[src/rtl/mem_ctrl_pkg.sv]
// mem_ctrl_pkg: shared state encoding, bus widths and constants for the
// IF/MEM single-port memory arbiter (mem_ctrl) and its watchdog timer.
package mem_ctrl_pkg;

  localparam int unsigned ADDR_W  = 32;
  localparam int unsigned DATA_W  = 32;
  localparam int unsigned SEL_W   = 4;
  localparam int unsigned TIMER_W = 8;

  localparam logic [DATA_W-1:0] ZERO_WORD = 32'h0000_0000;
  localparam logic [ADDR_W-1:0] ZERO_ADDR = 32'h0000_0000;
  localparam logic [SEL_W-1:0]  SEL_FULL  = 4'b1111;
  localparam logic [SEL_W-1:0]  SEL_NONE  = 4'b0000;

  typedef enum logic [1:0] {
    ST_IDLE     = 2'd0,
    ST_IF_WAIT  = 2'd1,
    ST_MEM_WAIT = 2'd2,
    ST_RESP     = 2'd3
  } state_e;

  // True while an access is outstanding on the external port.
  function automatic logic is_wait(input state_e s);
    return (s == ST_IF_WAIT) || (s == ST_MEM_WAIT);
  endfunction

endpackage

[src/rtl/mem_ctrl_timer.sv]
// mem_ctrl_timer: watchdog for an outstanding external access. Only built
// when MEM_CTRL_TIMEOUT_EN is defined. The count is cleared when an access
// is launched and advances every waiting cycle without an acknowledge;
// expire_o flags the last allowed waiting cycle.
`ifdef MEM_CTRL_TIMEOUT_EN
module mem_ctrl_timer
  import mem_ctrl_pkg::*;
#(
  parameter int unsigned LIMIT = 255
) (
  input  logic clk,
  input  logic rst,
  input  logic clear_i,
  input  logic enable_i,
  output logic expire_o
);

  localparam logic [TIMER_W-1:0] LAST = TIMER_W'(LIMIT - 1);

  logic [TIMER_W-1:0] count_q;
  logic [TIMER_W-1:0] count_d;

  // Next count: clear on launch, saturate at the last waiting cycle.
  always_comb begin
    count_d = count_q;
    if (clear_i) begin
      count_d = {TIMER_W{1'b0}};
    end else if (enable_i && (count_q != LAST)) begin
      count_d = count_q + {{(TIMER_W-1){1'b0}}, 1'b1};
    end else begin
      count_d = count_q;
    end
  end

  // Count register with synchronous reset.
  always_ff @(posedge clk) begin
    if (rst) begin
      count_q <= {TIMER_W{1'b0}};
    end else begin
      count_q <= count_d;
    end
  end

  assign expire_o = enable_i & (count_q == LAST);

endmodule
`endif

[src/rtl/mem_ctrl.sv]
// mem_ctrl: single-port memory controller/arbiter between the IF stage
// (read-only fetch) and the MEM stage (load/store). MEM has fixed priority.
// Each access runs IDLE -> *_WAIT -> RESP; the owner gets a one-cycle done
// pulse in RESP. Optional watchdog: define MEM_CTRL_TIMEOUT_EN to abort an
// access that is not acknowledged within TIMEOUT_CYCLES waiting cycles.
module mem_ctrl
  import mem_ctrl_pkg::*;
#(
  parameter int unsigned TIMEOUT_CYCLES = 255
) (
  input  logic              clk,
  input  logic              rst,
  input  logic              if_re_i,
  input  logic [ADDR_W-1:0] if_addr_i,
  output logic [DATA_W-1:0] if_data_o,
  output logic              if_busy_o,
  output logic              if_done_o,
  input  logic              mem_re_i,
  input  logic              mem_we_i,
  input  logic [ADDR_W-1:0] mem_addr_i,
  input  logic [DATA_W-1:0] mem_wdata_i,
  input  logic [SEL_W-1:0]  mem_sel_i,
  output logic [DATA_W-1:0] mem_data_o,
  output logic              mem_busy_o,
  output logic              mem_done_o,
  output logic              ram_req_o,
  output logic              ram_we_o,
  output logic [ADDR_W-1:0] ram_addr_o,
  output logic [DATA_W-1:0] ram_wdata_o,
  output logic [SEL_W-1:0]  ram_sel_o,
  input  logic              ram_ack_i,
  input  logic [DATA_W-1:0] ram_rdata_i,
  output logic              err_o
);

  state_e            state_q,     state_d;
  logic              ram_req_q,   ram_req_d;
  logic              ram_we_q,    ram_we_d;
  logic [ADDR_W-1:0] ram_addr_q,  ram_addr_d;
  logic [DATA_W-1:0] ram_wdata_q, ram_wdata_d;
  logic [SEL_W-1:0]  ram_sel_q,   ram_sel_d;
  logic [DATA_W-1:0] if_data_q,   if_data_d;
  logic [DATA_W-1:0] mem_data_q,  mem_data_d;
  logic              if_done_q,   if_done_d;
  logic              mem_done_q,  mem_done_d;
  logic              err_q,       err_d;

  logic wait_s;
  logic mem_req_s;
  logic timer_clear_s;
  logic timer_expire_s;

  assign wait_s    = is_wait(state_q);
  assign mem_req_s = mem_re_i | mem_we_i;

`ifdef MEM_CTRL_TIMEOUT_EN
  mem_ctrl_timer #(
    .LIMIT (TIMEOUT_CYCLES)
  ) u_timer (
    .clk      (clk),
    .rst      (rst),
    .clear_i  (timer_clear_s),
    .enable_i (wait_s & ~ram_ack_i),
    .expire_o (timer_expire_s)
  );
`else
  // Without the watchdog an access waits for its acknowledge indefinitely.
  logic [TIMER_W:0] unused_timeout_s;
  assign unused_timeout_s = {timer_clear_s, TIMER_W'(TIMEOUT_CYCLES)};
  assign timer_expire_s   = 1'b0;
`endif

  // Arbitration, port-field latching, read-data capture and done/err decode.
  always_comb begin
    state_d       = state_q;
    ram_req_d     = 1'b0;
    ram_we_d      = ram_we_q;
    ram_addr_d    = ram_addr_q;
    ram_wdata_d   = ram_wdata_q;
    ram_sel_d     = ram_sel_q;
    if_data_d     = if_data_q;
    mem_data_d    = mem_data_q;
    if_done_d     = 1'b0;
    mem_done_d    = 1'b0;
    err_d         = 1'b0;
    timer_clear_s = 1'b0;
    case (state_q)
      ST_IDLE: begin
        if (mem_req_s) begin
          state_d       = ST_MEM_WAIT;
          ram_req_d     = 1'b1;
          ram_we_d      = mem_we_i;
          ram_addr_d    = mem_addr_i;
          ram_wdata_d   = mem_wdata_i;
          ram_sel_d     = mem_sel_i;
          timer_clear_s = 1'b1;
        end else if (if_re_i) begin
          state_d       = ST_IF_WAIT;
          ram_req_d     = 1'b1;
          ram_we_d      = 1'b0;
          ram_addr_d    = if_addr_i;
          ram_sel_d     = SEL_FULL;
          timer_clear_s = 1'b1;
        end else begin
          state_d = ST_IDLE;
        end
      end
      ST_IF_WAIT, ST_MEM_WAIT: begin
        if (ram_ack_i) begin
          // An acknowledge in the expiry cycle still completes normally.
          state_d = ST_RESP;
          if (state_q == ST_IF_WAIT) begin
            if_data_d = ram_rdata_i;
            if_done_d = 1'b1;
          end else begin
            mem_done_d = 1'b1;
            if (!ram_we_q) begin
              mem_data_d = ram_rdata_i;
            end else begin
              mem_data_d = mem_data_q;
            end
          end
        end else if (timer_expire_s) begin
          state_d = ST_RESP;
          err_d   = 1'b1;
          if (state_q == ST_IF_WAIT) begin
            if_data_d = ZERO_WORD;
            if_done_d = 1'b1;
          end else begin
            mem_data_d = ZERO_WORD;
            mem_done_d = 1'b1;
          end
        end else begin
          state_d   = state_q;
          ram_req_d = 1'b1;
        end
      end
      ST_RESP: begin
        // Requests are not sampled here; a held request restarts from IDLE.
        state_d = ST_IDLE;
      end
      default: begin
        state_d = ST_IDLE;
      end
    endcase
  end

  // State and registered outputs with synchronous reset.
  always_ff @(posedge clk) begin
    if (rst) begin
      state_q     <= ST_IDLE;
      ram_req_q   <= 1'b0;
      ram_we_q    <= 1'b0;
      ram_addr_q  <= ZERO_ADDR;
      ram_wdata_q <= ZERO_WORD;
      ram_sel_q   <= SEL_NONE;
      if_data_q   <= ZERO_WORD;
      mem_data_q  <= ZERO_WORD;
      if_done_q   <= 1'b0;
      mem_done_q  <= 1'b0;
      err_q       <= 1'b0;
    end else begin
      state_q     <= state_d;
      ram_req_q   <= ram_req_d;
      ram_we_q    <= ram_we_d;
      ram_addr_q  <= ram_addr_d;
      ram_wdata_q <= ram_wdata_d;
      ram_sel_q   <= ram_sel_d;
      if_data_q   <= if_data_d;
      mem_data_q  <= mem_data_d;
      if_done_q   <= if_done_d;
      mem_done_q  <= mem_done_d;
      err_q       <= err_d;
    end
  end

  assign ram_req_o   = ram_req_q;
  assign ram_we_o    = ram_we_q;
  assign ram_addr_o  = ram_addr_q;
  assign ram_wdata_o = ram_wdata_q;
  assign ram_sel_o   = ram_sel_q;
  assign if_data_o   = if_data_q;
  assign mem_data_o  = mem_data_q;
  assign if_done_o   = if_done_q;
  assign mem_done_o  = mem_done_q;
  assign err_o       = err_q;

  // MEM always outranks IF, so IF is also blocked by a pending MEM request.
  assign mem_busy_o = (state_q != ST_IDLE);
  assign if_busy_o  = (state_q != ST_IDLE) | mem_req_s;

endmodule

[config.mk]
export PLATFORM = sky130hd
export DESIGN_NAME = mem_ctrl
export DESIGN_NICKNAME = d
export VERILOG_FILES = /design/src/rtl/mem_ctrl_pkg.sv /design/src/rtl/mem_ctrl_timer.sv /design/src/rtl/mem_ctrl.sv
export SDC_FILE = /design/constraint.sdc
export NUM_CORES = 1
export LEC_CHECK = 0
export BUFFER_PORTS_ARGS = -buffer_cell sky130_fd_sc_hd__clkbuf_2
export CORE_ASPECT_RATIO = 0.6
export CORE_UTILIZATION = 48
export CTS_CLUSTER_DIAMETER = 150
export DETAILED_ROUTE_END_ITERATION = 6
export GPL_TIMING_DRIVEN = 1
export PLACE_DENSITY = 0.95
export SLEW_MARGIN = 20
export SYNTH_ARGS = -nofsm -noshare
export SYNTH_HDL_FRONTEND = slang
export SYNTH_HIERARCHICAL = 1
export SYNTH_SLANG_ARGS = --single-unit
[constraint.sdc]
create_clock -name clk -period 2.6 [get_ports clk]
set_clock_uncertainty 0.05 [all_clocks]
set_input_delay 0.13 -clock clk [delete_from_list [all_inputs] [get_ports clk]]
set_output_delay 0.13 -clock clk [all_outputs]
set_load 0.01 [all_outputs]
== Word level (Yosys, flattened, before mapping) ==
Index checks and enable logic that the tools add are counted.
Word-level totals
  register bits after elaboration: 138
  input port bits: 138
  output and inout bits: 139
  logic and storage cells: 45
Cells by class
  equal/unequal tests: 4
  multiplexer cells: 16
  bitwise operators: 6
  reductions and logical operators: 9
Operators by type and width (count)
  $mux W32: 2
  $mux W1: 8
  $mux W4: 2
  $pmux W2 S3: 1
  $eq A2 B2 Y1 const B: 2
  $mux W2: 2
  $not A1 Y1: 4
  $reduce_and A2 Y1: 2
  $reduce_and A4 Y1: 1
  $reduce_bool A2 Y1: 2
  $reduce_and A3 Y1: 1
  $reduce_or A3 Y1: 1
  $eq A2 B1 Y1 const B: 1
  $logic_not A2 Y1: 1
  $ne A2 B2 Y1 const B: 1
  $or A1 B1 Y1: 2
  $pmux W1 S2: 1
  $reduce_or A2 Y1: 1

== Longest topological paths before layout ==
  word-level depth: 4
  depth in mapped cells: 8
  mapped depth without buffers: 5

== Least setup slack after synthesis ==
No wires, ideal clock.
  path type: reg-to-reg
  start point: reg state_q[0]
  end point: reg mem_data_q[1] (netlist: mem_data_o[1])
  setup time: 0.070 ns
  data arrival time: 1.542 ns
  data required time: 2.480 ns
  slack: 0.938 ns
  stages on the path, launching flop included: 8
  buffers on the path: 2
  clock period less this slack: 1.662 ns
  path through: dfxtp_1 inv_1 ha_1 nor4bb_1 clkbuf_1 buf_2 nand2_1 a21oi_1
Between the ends
  word-level cells in the longest chain between the ends: 3
  elaborated cells on any way between the ends: 5
  those cells by class: eq/ne: 2; bitwise: 1; reduce/logical: 2
RTL lines
  start: declaration: RTL line mem_ctrl.sv:36  | state_e state_q, state_d;
  start signal: assignment: RTL line mem_ctrl.sv:163  | state_q <= state_d;
  $eq A2 B1 Y1 / $eq A2 B2 Y1 (equally long branches): RTL line mem_ctrl.sv:87, mem_ctrl.sv:112
  $reduce_or A2 Y1 / $not A1 Y1 (equally long branches)
  $reduce_and A4 Y1 (no line) *
  end signal: assignment: RTL line mem_ctrl.sv:170  | mem_data_q <= mem_data_d;
  end: declaration: RTL line mem_ctrl.sv:43  | logic [DATA_W-1:0] mem_data_q, mem_data_d;
Every way passes the cells marked *; elsewhere a longest branch is shown, timed or not.
A chain may end at the register's enable or synchronous reset.

== Final worst setup path ==
  start point: reg state_q[1]
  end point: reg ram_addr_q[19] (netlist: ram_addr_o[19])
Between the ends
  word-level cells in the longest chain between the ends: 2
RTL lines
  $logic_not A2 Y1: RTL line mem_ctrl.sv:87  | case (state_q)
  $reduce_and A2 Y1 (no line)
  end signal: assignment: RTL line mem_ctrl.sv:166  | ram_addr_q <= ram_addr_d;
  end: declaration: RTL line mem_ctrl.sv:39  | logic [ADDR_W-1:0] ram_addr_q, ram_addr_d;
Every way passes these cells.

==> run metrics <==
Skew-Pair Late Insertion Delay=0.40 ns; Synth area leaders=dfxtp_1, nand2_1, a21oi_1, a311oi_1, o21ai_0; Worst setup EP type=register; leak pwr=3.878 nW; Crit path max-delay family=buffers and inverters; peak supply drop=~0.66 mV; worst path cell trace=inv_1 -> ha_2 -> o31a_2 -> buf_6 -> nor2_1 -> a311oi_1 -> dlygate4sd3_1; routed vias=6459; Post-synth EDFFs=0; Combinational Power Share=36.8%; Synth Flop Type=dfxtp_1; final std cells w/o fill=1185; synthesized flop and latch total=138; worst r2r src=state_q[1]; IO Count=around 280; internal power=0.005443 W; largest area contributor in the netlist=dfxtp_1; CTS Buffer Depth=2; Overall Global Routing Usage=~38%; Cell Pwr Density=~990 mW/mm²; sw frac=36.01%; GPL Wtd Cong=0.7948; clock sink count=138; R2R cell count=7; Post-Route WL=20.68 mm; R2R Path End=ram_addr_o[19]; FP Rows=29; Worst Path Required=about 2.9 ns; initial antenna violation count=0; core footprint=0.01060 mm²; slowest cell delay on critical path=0.61 ns; outcome=finished clean; CTS H-Tree Depth=4; Seq pwr share=34.8%; TritonRoute pass-1 iters=5; First DRT Iteration DRCs=550; min-delay src=mem_addr_i[24]; hold path endpoint=ram_addr_o[24]; unrepaired setup endpoints after global routing=false; Post-CTS Setup Inserts=0; largest net degree at the start of global routing=61; fin nets=1178; Tcrit/Tclk final=92.75%; Die ar.=0.01138 mm²; Max FO, Critical Path=37; worst slew pin tran=0.7384 ns; WL/cell=17.45 µm; Slew headroom=about half; TritonCTS buffer count=17; synth cell count leaders=nand2_1, dfxtp_1, a21oi_1, nor2_1, clkbuf_1; fin crit period=roughly 2.4 ns; Worst R2R Setup Slack=0.19 ns; Reg clk slew, reported paths=about 0.06 ns; Synth async-reset ratio=0%; P_sw=0.003063 W; Final ANT Viol Nets=0; WHS Path Cells=3; critical path class=register to register; Avg Inst Size Synth=approximately 8.0 µm²; layout cells sized above 1=31.64%; DP HPWL=11.05 mm; sequential area share after synthesis=52.61%; Max Fclk=~0.41 GHz; Final setup viols=0; die width=137.0 µm; # diodes=0; clock share of power=between 20% and 30%; worst min path class=primary input to register; synthesized area=0.005251 mm²; CTS tree=built; Max Cap Violations=0; cells after synthesis=between 600 and 700; Yosys warning count=6; die height=roughly 83 µm; Cells after DPL=around 1000; setup TNS=0 ns; area delta synth->final=63.07%; Worst Path Arrival=2.71 ns; IO buf count=275; count leader, synth=nand2_1; Slew Limit Fails=0; global route overflow=0; Critical Path Start Type=register; syn_nets=798; vias in the first global route=6466; clk root buf=clkbuf_16; final hold violation count=0; post-synthesis cell type count=29; first-pass GRT wire length=32.92 mm; slowest CP cell=dlygate4sd3_1; Buf/Inv on CP=3; initial core utilization=between 40% and 50%; number of remaining DRC errors=0; Synth top area share=a little over half; Vias/cell=5.451
[worst max path at each step]
stage                     depth (start not counted)  slack, ns              to       start
after global placement                            6       0.79   mem_data_o[0]  state_q[0]
final                                             7       0.19  ram_addr_o[19]  state_q[1]
after floorplan                                   7       0.94   mem_data_o[1]  state_q[0]
after CTS                                         7       0.15  ram_addr_o[23]  state_q[1]
after detailed placement                          6       0.67  ram_addr_o[24]  state_q[1]
after global routing                              7       0.06  ram_addr_o[29]  state_q[1]
[cell families (layout without fill, tap and decap cells)]
family                   Yosys count  after routing  share of synthesized area (%)
other                              1              1                        0.07141
flip-flops                       138            138                          52.61
AO/OA/AOI/OAI                    168            168                          19.92
adder cells (fa/ha/maj)            4              4                         0.9531
buffers and inverters             60            450                          5.385
AND/OR/NAND/NOR                  285            285                          21.06
[layout by cell type (no fill, tap or decap)]
master	count
clkinv_2	3
nor3_1	7
nor2_1	43
dfxtp_1	138
nor2_2	1
bufinv_16	3
a32oi_1	1
clkinv_4	2
a311oi_1	23
buf_4	11
conb_1	1
ha_2	1
o21ai_4	1
clkbuf_8	1
clkbuf_2	274
o21a_1	1
nor3b_1	1
o21bai_1	1
a311oi_2	10
a21oi_1	96
buf_12	1
o21ai_0	33
and2_1	1
buf_6	1
ha_1	3
nand2_1	228
dlygate4sd3_1	131
nor4bb_4	1
inv_1	3
clkbuf_16	17
inv_6	2
nor2b_1	1
a22oi_1	1
o31a_2	1
nand2b_1	1
nand4bb_1	1
clkinvlp_4	1
[metal layers]
| metal | routed length (µm) | GRT usage, % |
|---|---|---|
| met4 | 953 | 20.38 |
| met1 | 7494 | 41.66 |
| met5 | 0 | 0 |
| met3 | 1966 | 14.04 |
| met2 | 10260 | 61.80 |
[area by class of cell]
class / count / area [µm²]
sequential: 138 / 2763
clock inverter: 11 / 147.6
fill: 645 / 2032
inverter: 3 / 11.26
timing repair buffer: 418 / 2796
clock buffer: 18 / 439.2
multi-input combinational: 458 / 2232
tap: 139 / 173.9
[power by group through the flow]
| stage | Combinational, W | Clock, W | Sequential [W] |
|---|---|---|---|
| after floorplan | 0.00144 | 0 | 0.00315 |
| after global placement | 0.00252 | 0 | 0.00292 |
| after detailed placement | 0.00260 | 0 | 0.00295 |
| after CTS | 0.00297 | 0.00243 | 0.00292 |
| after global routing | 0.00341 | 0.00255 | 0.00300 |
| final | 0.00313 | 0.00241 | 0.00296 |
[sequential cells by signal, indices dropped and copies added (netlist names)]
signal       cells
ram_wdata_o     32
state_q          2
if_data_o       32
mem_done_o       1
ram_req_o        1
mem_data_o      32
ram_we_o         1
ram_sel_o        4
if_done_o        1
ram_addr_o      32
[timing repair]
action / CTS / global route
endpoints found under the setup margin: 0 / 9
hold buffers: 131 / 0
gates resized for setup: 0 / 2
endpoints found under the hold margin: 133 / 0
[metrics by stage]
stage / worst slack (ns) / cell area (µm²) / utilization, % / hold WS (ns) / total power (W)
floorplan: 0.9377 / 5251 / - / 0.1938 / 0.004583
global placement: 0.7921 / 6659 / 62.85 / 0.3023 / 0.005442
detailed placement: 0.6702 / 6659 / 62.85 / 0.3073 / 0.005551
CTS: 0.1532 / 8557 / 80.76 / 0.003942 / 0.008319
global route: 0.05609 / 8563 / 80.82 / 0.02731 / 0.008950
finish: 0.1885 / 8563 / 80.82 / 0.03390 / 0.008505
[worst register-to-register path, stage by stage, from the launching register on]
cell and delay [ns]:
dfxtp_1 0.33, inv_1 0.11, ha_2 0.31, o31a_2 0.20, buf_6 0.29, nor2_1 0.13
a311oi_1 0.32, dlygate4sd3_1 0.61
Power figures use the tool's default switching activity.
